==> src/rtl/bcd_arb_pkg.sv <==
// Purpose: shared types and defaults for the two-channel BCD converter arbiter.
// Latency: n/a (declarations only).
// Backpressure: n/a.
package bcd_arb_pkg;

    localparam int DEF_WIDTH = 16;
    localparam int DEF_NDIG  = 5;

    // Converter sequencing: wait for a grant, shift WIDTH times, publish result.
    typedef enum logic [1:0] {
        IDLE  = 2'd0,
        SHIFT = 2'd1,
        DONE  = 2'd2
    } state_t;

    // Channel index: 0 = score, 1 = timer.
    typedef logic ch_t;

endpackage

==> src/rtl/bcd_add3.sv <==
// Purpose: one double-dabble digit correction, add 3 when the digit is 5 or more.
// Latency: combinational.
// Backpressure: none.
module bcd_add3 (
    input  logic [3:0] din,
    output logic [3:0] dout
);

    assign dout = (din >= 4'd5) ? (din + 4'd3) : din;

endmodule

==> src/rtl/bcd_conv_arbiter.sv <==
// Purpose: two requesters share one iterative binary-to-BCD converter; optional
//          round-robin arbitration with macro BCD_ARB_RR_EN, fixed priority (ch0) otherwise.
// Latency: ack one cycle after grant edge k, done one cycle after edge k+WIDTH+1.
// Backpressure: req is only sampled in IDLE; requesters hold req/val until ack.
module bcd_conv_arbiter
    import bcd_arb_pkg::*;
#(
    parameter int WIDTH = DEF_WIDTH,
    parameter int NDIG  = DEF_NDIG
) (
    input  logic                clk,
    input  logic                rst_n,
    input  logic [1:0]          req,
    input  logic [WIDTH-1:0]    val0,
    input  logic [WIDTH-1:0]    val1,
    output logic [1:0]          ack,
    output logic                busy,
    output logic [1:0]          done,
    output logic [4*NDIG-1:0]   bcd0,
    output logic [4*NDIG-1:0]   bcd1
);

    localparam int CW = $clog2(WIDTH + 1);
    localparam int BW = 4 * NDIG;

    state_t           state;
    state_t           state_nxt;
    logic             take;
    logic             grant;
    ch_t              grant_ch;
    ch_t              cur_ch;
    logic [CW-1:0]    cnt;
    logic [WIDTH-1:0] bin;
    logic [BW-1:0]    digits;
    logic [BW-1:0]    digits_adj;

`ifdef BCD_ARB_RR_EN
    // Channel that wins the next simultaneous request.
    ch_t              rr_ptr;
`endif

    // Per-digit correction applied ahead of every shift.
    for (genvar g = 0; g < NDIG; g++) begin : g_add3
        bcd_add3 u_add3 (
            .din  (digits[4*g +: 4]),
            .dout (digits_adj[4*g +: 4])
        );
    end

    // Arbitration: pick one requester; only consumed when the converter is idle.
    always_comb begin
        grant    = |req;
        grant_ch = 1'b0;
`ifdef BCD_ARB_RR_EN
        if (req == 2'b11)
            grant_ch = rr_ptr;
        else
            grant_ch = req[1] & ~req[0];
`else
        grant_ch = ~req[0];
`endif
    end

    // State register.
    always_ff @(posedge clk or negedge rst_n) begin
        if (!rst_n)
            state <= IDLE;
        else
            state <= state_nxt;
    end

    // Next-state logic; the counter reaching WIDTH-1 marks the final shift.
    always_comb begin
        state_nxt = state;
        take      = 1'b0;
        case (state)
            IDLE: begin
                if (grant) begin
                    state_nxt = SHIFT;
                    take      = 1'b1;
                end
            end
            SHIFT: begin
                if (cnt == CW'(WIDTH - 1))
                    state_nxt = DONE;
            end
            DONE:    state_nxt = IDLE;
            default: state_nxt = IDLE;
        endcase
    end

    // Datapath: capture on grant, shift-add-3 per SHIFT cycle, publish in DONE.
    always_ff @(posedge clk or negedge rst_n) begin
        if (!rst_n) begin
            cnt    <= '0;
            bin    <= '0;
            digits <= '0;
            cur_ch <= 1'b0;
            ack    <= '0;
            done   <= '0;
            bcd0   <= '0;
            bcd1   <= '0;
`ifdef BCD_ARB_RR_EN
            rr_ptr <= 1'b0;
`endif
        end else begin
            ack  <= '0;
            done <= '0;
            case (state)
                IDLE: begin
                    if (take) begin
                        bin           <= grant_ch ? val1 : val0;
                        digits        <= '0;
                        cnt           <= '0;
                        cur_ch        <= grant_ch;
                        ack[grant_ch] <= 1'b1;
`ifdef BCD_ARB_RR_EN
                        rr_ptr        <= ~grant_ch;
`endif
                    end
                end
                SHIFT: begin
                    digits <= BW'({digits_adj, bin[WIDTH-1]});
                    bin    <= {bin[WIDTH-2:0], 1'b0};
                    cnt    <= cnt + 1'b1;
                end
                DONE: begin
                    if (cur_ch)
                        bcd1 <= digits;
                    else
                        bcd0 <= digits;
                    done[cur_ch] <= 1'b1;
                end
                default: begin
                    cnt <= '0;
                end
            endcase
        end
    end

    assign busy = (state != IDLE);

endmodule

==> config.mk <==
export PLATFORM = sky130hd
export DESIGN_NAME = bcd_conv_arbiter
export DESIGN_NICKNAME = d
export VERILOG_FILES = /design/src/rtl/bcd_arb_pkg.sv /design/src/rtl/bcd_add3.sv /design/src/rtl/bcd_conv_arbiter.sv
export SDC_FILE = /design/constraint.sdc
export NUM_CORES = 1
export LEC_CHECK = 0
export ABC_AREA = 0
export BUFFER_PORTS_ARGS = -buffer_cell sky130_fd_sc_hd__buf_2
export CORE_MARGIN = 4
export CORE_UTILIZATION = 45
export DETAILED_ROUTE_END_ITERATION = 10
export PLACE_DENSITY = 0.68
export SETUP_SLACK_MARGIN = 0.5
export SLEW_MARGIN = 10
export SYNTH_ARGS = -nofsm -noshare
export SYNTH_HDL_FRONTEND = slang
export SYNTH_SLANG_ARGS = --single-unit
==> constraint.sdc <==
create_clock -name clk -period 1.7 [get_ports clk]
set_input_delay 0.17 -clock clk [delete_from_list [all_inputs] [get_ports clk]]
set_output_delay 0.17 -clock clk [all_outputs]
set_load 0.01 [all_outputs]
==> impl_metrics.csv, run 1 <==
group,metric,value,unit
floorplanning,die_area,10400,sq um
cells_and_area,layout.nets,534,
cells_and_area,syn2layout_area_growth,40.8,%
worst_setup_path,end_kind,"output pin",
cells_and_area,design_area,5590,sq um
route,wl_per_cell,16.8,um
worst_setup_path,critPathRequiredTime,1.53,ns
outcome,outcome,"finished, final reports clean",
cells_and_area,final_cell_mix,"dfrtp_1, buf_2, nand2_1",
timing,min_period,1.41,ns
route,ant_nets,0,
route,vias_per_cell,5.34,
pwr,ir_worst_vdd,0.000835,V
grt,grt-ovfl-total,0,
pwr,power_density,1610,nW/um^2
clock_tree,cts_max_level,3,
worst_setup_path,worstPathArrival,1.24,ns
synth,netlist-cell-type-count,37,
cells_and_area,n_antenna_cell,0,
clock_tree,cts_tree,"done",
route,dr.pass1.iters,4,
grt,grt.total_usage,18.2,%
timing,finalHoldViolCount,0,
floorplanning,fp.dieH,102,um
job,drv_cap,0,
synth,synth_edf_count,0,
floorplanning,start_util,46.0,%
timing,fin_ws,0.292,ns
pwr,p_leak,2.70,nW
cells_and_area,final_common_cell,"dfrtp_1",
timing,final.setup.tns,0,ns
route,drc_errors,0,
clock_tree,clock-sinks,88,
floorplanning,coreArea,8640,sq um
place,portBuffers,80,
timing,worstMarginPinSlew,0.574,ns
timing,setup_viol,0,
clock_tree,cts-root-buf,"clkbuf_8",
worst_setup_path,r2r_start,"state[0]",
synth,ys_ff_latch,88,
timing,fmax,710,MHz
floorplanning,die_x,102,um
timing,finalCritPeriodShare,82.8,%
synth,postSynthCellCount,354,
worst_hold_path,min_from,"req[1]",
place,dp_hpwl,5970,um
route,drtIter0Drc,98,
grt,grt_pass1_vias,3151,
floorplanning,num_io_pins,81,
worst_setup_path,path_class,"reg -> out",
timing,finalClockSkew,0.0108,ns
grt,grt_max_degree,45,
place,pre_cts_ws,0.231,ns
pwr,total_power,9.00,mW
worst_setup_path,timing.critical_path.from_type,"flip-flop",
clock_tree,cts_max_path_buffers,2,
synth,yosysWarnings,0,
synth,synth_top_flop_cell,"dfrtp_1",
timing,slew_headroom,61.8,%
grt,antenna_found_initial,0,
route,dr_total_vias,3201,
timing,rsz0062_at_grt,"true",
cells_and_area,final_util,64.7,%
synth,yosysSeqAreaShare,55.5,%
synth,avgSynthCellArea,11.2,sq um
cells_and_area,fill_cells,665,
worst_setup_path,path_max_fanout,8,
timing,drv_slew,0,
clock_tree,insertion_delay,0.35,ns
synth,synth_nets,402,
clock_tree,clk_pin_slew,0.09,ns
synth,async_flop_share,100,%
place,globalplace.congestion,0.820,
synth,syn_area,3970,sq um
place,dpl-instance-area,4680,sq um
route,finalWirelength,10100,um
floorplanning,rows,34,
worst_setup_path,cp-startpoint,"state[1]",
grt,grt_pass1_wl,14900,um
clock_tree,cts_inserted_buffers,9,
cells_and_area,drive_gt1_share,53.0,%
worst_hold_path,hold_class,"in -> reg",
## synthesized netlist by cell type, types with 2 or more instances
master	n	area share, %
nand2_1	49	4.6
o311ai_0	3	0.66
inv_1	13	1.2
nor2_1	4	0.38
o21ai_0	42	5.3
nor3b_1	3	0.57
xnor2_1	6	1.3
dfrtp_1	88	55
xor2_1	2	0.44
and2_1	2	0.32
o22ai_1	19	3.0
nand2b_1	6	0.95
buf_2	9	1.1
clkbuf_1	4	0.38
a21oi_1	10	1.3
buf_4	4	0.76
ha_1	12	3.8
mux2_2	45	13
nor3_1	7	0.88
nand3_1	9	1.1
## area by class of cell
type                    count  area (sq um)  area share [%]
flip-flops and latches     88          2210            39.5
multi-input cells         234          2020            36.1
repair buffers            139           970            17.3
well taps                 108           135            2.42
clock buffers               9           124            2.22
clock inverters             7          80.1            1.43
inverters                  14          55.1           0.985
## cell families (layout without fill, tap and decap cells)
group                    Yosys count  after routing  share of synthesized area [%]
buffers and inverters             33            169                           4.00
flip-flops                        88             88                           55.5
XOR/XNOR                           8              8                           1.76
multiplexers                      46             46                           13.0
AO/OA/AOI/OAI                     82             82                           12.0
AND/OR/NAND/NOR                   85             86                           10.0
adder cells (fa/ha/maj)           12             12                           3.78
## sequential cells by signal, summed over array words and instances, names as in the netlist
name,flops
bcd0,20
bcd1,20
bin,16
digits,20
cnt,5
cur_ch,1
done,2
state,2
ack,2
## layer usage
| metal | share of wire, % | GRT usage, % | up-vias |
|---|---|---|---|
| li1 | - | - | 1515 |
| met1 | 42 | 23.2 | 1587 |
| met2 | 52 | 30.8 | 80 |
| met3 | 4.0 | 2.87 | 19 |
| met4 | 2.1 | 8.17 | 0 |
| met5 | 0 | 0 | - |
## per-stage QoR
step                hold slack, ns  std cells
finish                      0.0728        599
global route                0.0982        599
CTS                         0.0666        581
detailed placement           0.209        538
global placement             0.200        538
floorplan                   -0.126        354
## where the power goes
| part | internal, mW | total (mW) | switching [mW] | leakage, nW |
|---|---|---|---|---|
| combinational | 2.21 | 4.19 | 1.98 | 1.45 |
| sequential | 2.70 | 3.32 | 0.616 | 1.16 |
| clock | 0.695 | 1.49 | 0.797 | 0.0964 |
| total | 5.61 | 9.00 | 3.39 | 2.70 |
## critical path, stage by stage, from the launching register on
cell	delay, ns
dfrtp_2	0.47
buf_6	0.14
nor2_4	0.11
inv_1	0.04
buf_2	0.13
## repair_timing
action | 4_1_cts | 5_1_grt
hold buffers | 1 | 0
endpoints found under the hold margin | 42 | 0
gates cloned | 1 | 3
gates resized for setup | 33 | 47
setup endpoints to repair | 71 | 73
buffers inserted | 25 | 15
pin swaps | 14 | 15
## path summary, 6_finish.rpt
check / end / slack, ns / cells after the start
min: ack[1] / 0.07 / 3
max in group asynchronous: state[0] / 0.75 / 3
max: busy / 0.29 / 4
max reg2reg: bcd0[6] / 0.30 / 4
min reg2reg: bin[3] / 0.49 / 2
min in group asynchronous: done[1] / 0.34 / 2
No activity file was read; power rests on OpenSTA's default activity.
==> inputs of run 2 (changes only) <==
--- a/config.mk
+++ b/config.mk
@@ -5,12 +5,12 @@
 export SDC_FILE = /design/constraint.sdc
 export NUM_CORES = 1
 export LEC_CHECK = 0
-export ABC_AREA = 0
+export ABC_AREA = 1
 export BUFFER_PORTS_ARGS = -buffer_cell sky130_fd_sc_hd__buf_2
 export CORE_MARGIN = 4
 export CORE_UTILIZATION = 45
 export DETAILED_ROUTE_END_ITERATION = 10
-export PLACE_DENSITY = 0.68
+export PLACE_DENSITY = 0.7
 export SETUP_SLACK_MARGIN = 0.5
 export SLEW_MARGIN = 10
 export SYNTH_ARGS = -nofsm -noshare
==> constraint.sdc (replaced) <==
create_clock -name clk -period 1.26 [get_ports clk]
set_input_delay 0.126 -clock clk [delete_from_list [all_inputs] [get_ports clk]]
set_output_delay 0.126 -clock clk [all_outputs]
set_load 0.01 [all_outputs]
==> run 2 against run 1 <==
The run now ends with negative setup slack left; synthesized area rose by 3.9%; design area rose by 1.7%; non-clock buffer count rose by 12; via count rose by 17%; highest routed layer unchanged.
==> impl_metrics.csv, run 2 <==
group,metric,value,unit
outcome,outcome,"complete, but fails checks",
outcome,violations,"negative setup slack",
synth,synth_top_flop_cell,"dfrtp_1",
timing,slew_headroom,80.1,%
worst_setup_path,endpoint,"bin[6]",
worst_setup_path,r2r_start,"state[0]",
grt,antenna_found_initial,0,
pwr,p_leak,3.07,nW
worst_setup_path,rrSetupSlack,-0.01,ns
clock_tree,clock-sinks,88,
grt,grt_pass1_vias,3611,
clock_tree,cts_inserted_buffers,9,
route,drc_errors,0,
synth,avgSynthCellArea,8.30,sq um
synth,async_flop_share,100,%
cells_and_area,ff_latch_area,2200,sq um
route,vias_per_cell,4.99,
timing,final.setup.tns,-0.0266,ns
worst_setup_path,reg2reg_to,"bin[6]",
synth,synth_area_leaders,"dfrtp_1, nand2_1, o21ai_0",
route,finalWirelength,9910,um
synth,syn_area,4130,sq um
synth,synth_nets,545,
clock_tree,cts_max_path_buffers,2,
clock_tree,cts_tree,"done",
clock_tree,cts_max_level,3,
worst_setup_path,path_class,"reg -> reg",
worst_setup_path,cp-startpoint,"state[0]",
cells_and_area,final_common_cell,"nand2_1",
cells_and_area,fill_cells,727,
timing,finalClockSkew,0.0117,ns
worst_setup_path,timing.critical_path.from_type,"flip-flop",
floorplanning,rows,34,
synth,synth_top_area_share,53.4,%
floorplanning,die_area,10800,sq um
worst_setup_path,critPathRequiredTime,1.50,ns
timing,setup_viol,3,
clock_tree,clk_pin_slew,0.09,ns
cells_and_area,syn2layout_area_growth,37.9,%
place,portBuffers,80,
floorplanning,die_x,104,um
worst_setup_path,crit_chain,"buf_4 > nand2_4 > buf_4 > nand3_1 > nand3_4 > o21ai_2",
cells_and_area,drive_gt1_share,36.5,%
pwr,total_power,13.1,mW
synth,postSynthCellCount,497,
route,drtIter0Drc,128,
synth,yosysSeqAreaShare,53.4,%
timing,fmax,786,MHz
pwr,power_density,2310,nW/um^2
clock_tree,cts-root-buf,"clkbuf_8",
cells_and_area,multi_input_area,1800,sq um
route,met2_length,4800,um
grt,grt_max_degree,89,
timing,worstMarginPinSlew,0.298,ns
route,dr_total_vias,3744,
cells_and_area,reg.largest.list,"bcd0 (20), bcd1 (20), digits (20)",
worst_setup_path,r2r_cells,6,
synth,synthMostInstantiatedCell,"nand2_1",
synth,ys_ff_latch,88,
clock_tree,insertion_delay,0.36,ns
timing,drv_slew,0,
synth,yosysWarnings,0,
timing,min_period,1.27,ns
worst_setup_path,crit_top_cell,"buf_4",
cells_and_area,n_antenna_cell,0,
worst_setup_path,crit_slowest_cell,"dfrtp_2",
grt,grt-ovfl-total,0,
route,wl_met3,415,um
worst_hold_path,hold_class,"in -> reg",
timing,fin_hold_ws,0.0951,ns
cells_and_area,final_cell_mix,"nand2_1, dfrtp_1, buf_2",
worst_setup_path,path_max_fanout,6,
route,dr.pass1.iters,5,
place,pre_cts_ws,-0.0717,ns
timing,finalCritPeriodShare,101,%
job,drv_cap,0,
place,globalplace.congestion,0.763,
synth,netlist-cell-type-count,22,
worst_setup_path,worstPathArrival,1.52,ns
place,dp_hpwl,6370,um
floorplanning,coreArea,8810,sq um
synth,synth_common_cells,"nand2_1, dfrtp_1, o21ai_0",
synth,synth_edf_count,0,
timing,rsz0062_at_grt,"true",
route,ant_nets,0,
grt,grt.total_usage,17.6,%
timing,fin_ws,-0.0116,ns
worst_setup_path,critical_path.max_stage_delay,0.44,ns
floorplanning,start_util,46.8,%
grt,grt_pass1_wl,16000,um
timing,finalHoldViolCount,0,
cells_and_area,layout.nets,686,
worst_setup_path,end_kind,"flip-flop",
cells_and_area,final_util,64.6,%
route,wl_per_cell,13.2,um
pwr,ir_worst_vdd,0.000971,V
route,m1WireLength,4560,um
floorplanning,fp.dieH,104,um
floorplanning,num_io_pins,81,
synth,synth_top_cell_by_area,"dfrtp_1",
route,highest_layer,"met4",
## run 2: changes by cell type in the layout (fill, tap and decap cells not counted), moves of 7 or more
| cell | before | now |
|---|---|---|
| o21ai_2 | 3 | 11 |
| ha_1 | 0 | 7 |
| nand3_1 | 9 | 40 |
| mux2_2 | 25 | 0 |
| buf_4 | 43 | 58 |
| nand2_1 | 48 | 145 |
| nand4_1 | 0 | 10 |
| o22ai_1 | 19 | 0 |
| inv_1 | 3 | 42 |
| nand3_2 | 1 | 16 |
| o21ai_0 | 25 | 44 |
| o21ai_1 | 15 | 25 |
| mux2_4 | 20 | 0 |
| nand2_2 | 1 | 12 |
## run 2: area by class of cell
cell class / instances / share of cell area (%)
repair buffers: 151 / 19.5
flip-flops and latches: 88 / 38.8
well taps: 108 / 2.38
clock inverters: 6 / 1.28
clock buffers: 10 / 2.42
inverters: 57 / 3.98
multi-input cells: 331 / 31.7
## run 2: critical path, delay by kind of cell (launching register included)
family,cells,cell delay (ns)
flip-flops,1,0.44
AND/OR/NAND/NOR,3,0.34
buffers and inverters,2,0.32
AO/OA/AOI/OAI,1,0.05
## run 2: logic make-up after synthesis
logic type,after synthesis,synth area share (%)
AO/OA/AOI/OAI,83,10.2
adder cells (fa/ha/maj),12,3.64
AND/OR/NAND/NOR,236,24.5
buffers and inverters,78,8.34
flip-flops,88,53.4
## run 2: metrics by stage
stage	instances	instance area (sq um)
6_report	751	5690
3_5_place_dp	685	4810
3_3_place_gp	685	4810
4_1_cts	736	5370
2_1_floorplan	497	4210
5_1_grt	751	5690
## run 2: repair_timing
item                                    4_1_cts  5_1_grt
endpoints found under the hold margin        88        0
hold buffers                                  1        0
endpoints found under the setup margin      133      207
resized for setup                            25       48
pin swaps                                     2        5
cloned                                        1        2
buffers inserted                             33       13
## run 2: worst min path at each step
stage                       start      end  depth (start not counted)
final                     val1[0]   bin[0]                          3
after global routing      val1[0]   bin[0]                          3
after CTS                 val1[0]   bin[0]                          3
after detailed placement    rst_n  bcd0[6]                          2
after global placement      rst_n  bcd0[6]                          2
after floorplan             rst_n   ack[0]                          0
## run 2: power breakdown
group	switching, mW	leakage, nW	internal, mW
Clock	1.06	0.104	0.996
Sequential	0.568	1.12	3.79
Combinational	3.74	1.85	2.97
Total	5.37	3.07	7.76
## run 2: layer usage
layer / track usage [%] / up-vias
li1: - / 1886
met1: 22.8 / 1753
met2: 29.5 / 92
met3: 3.48 / 13
met4: 6.27 / 0
met5: 0 / -
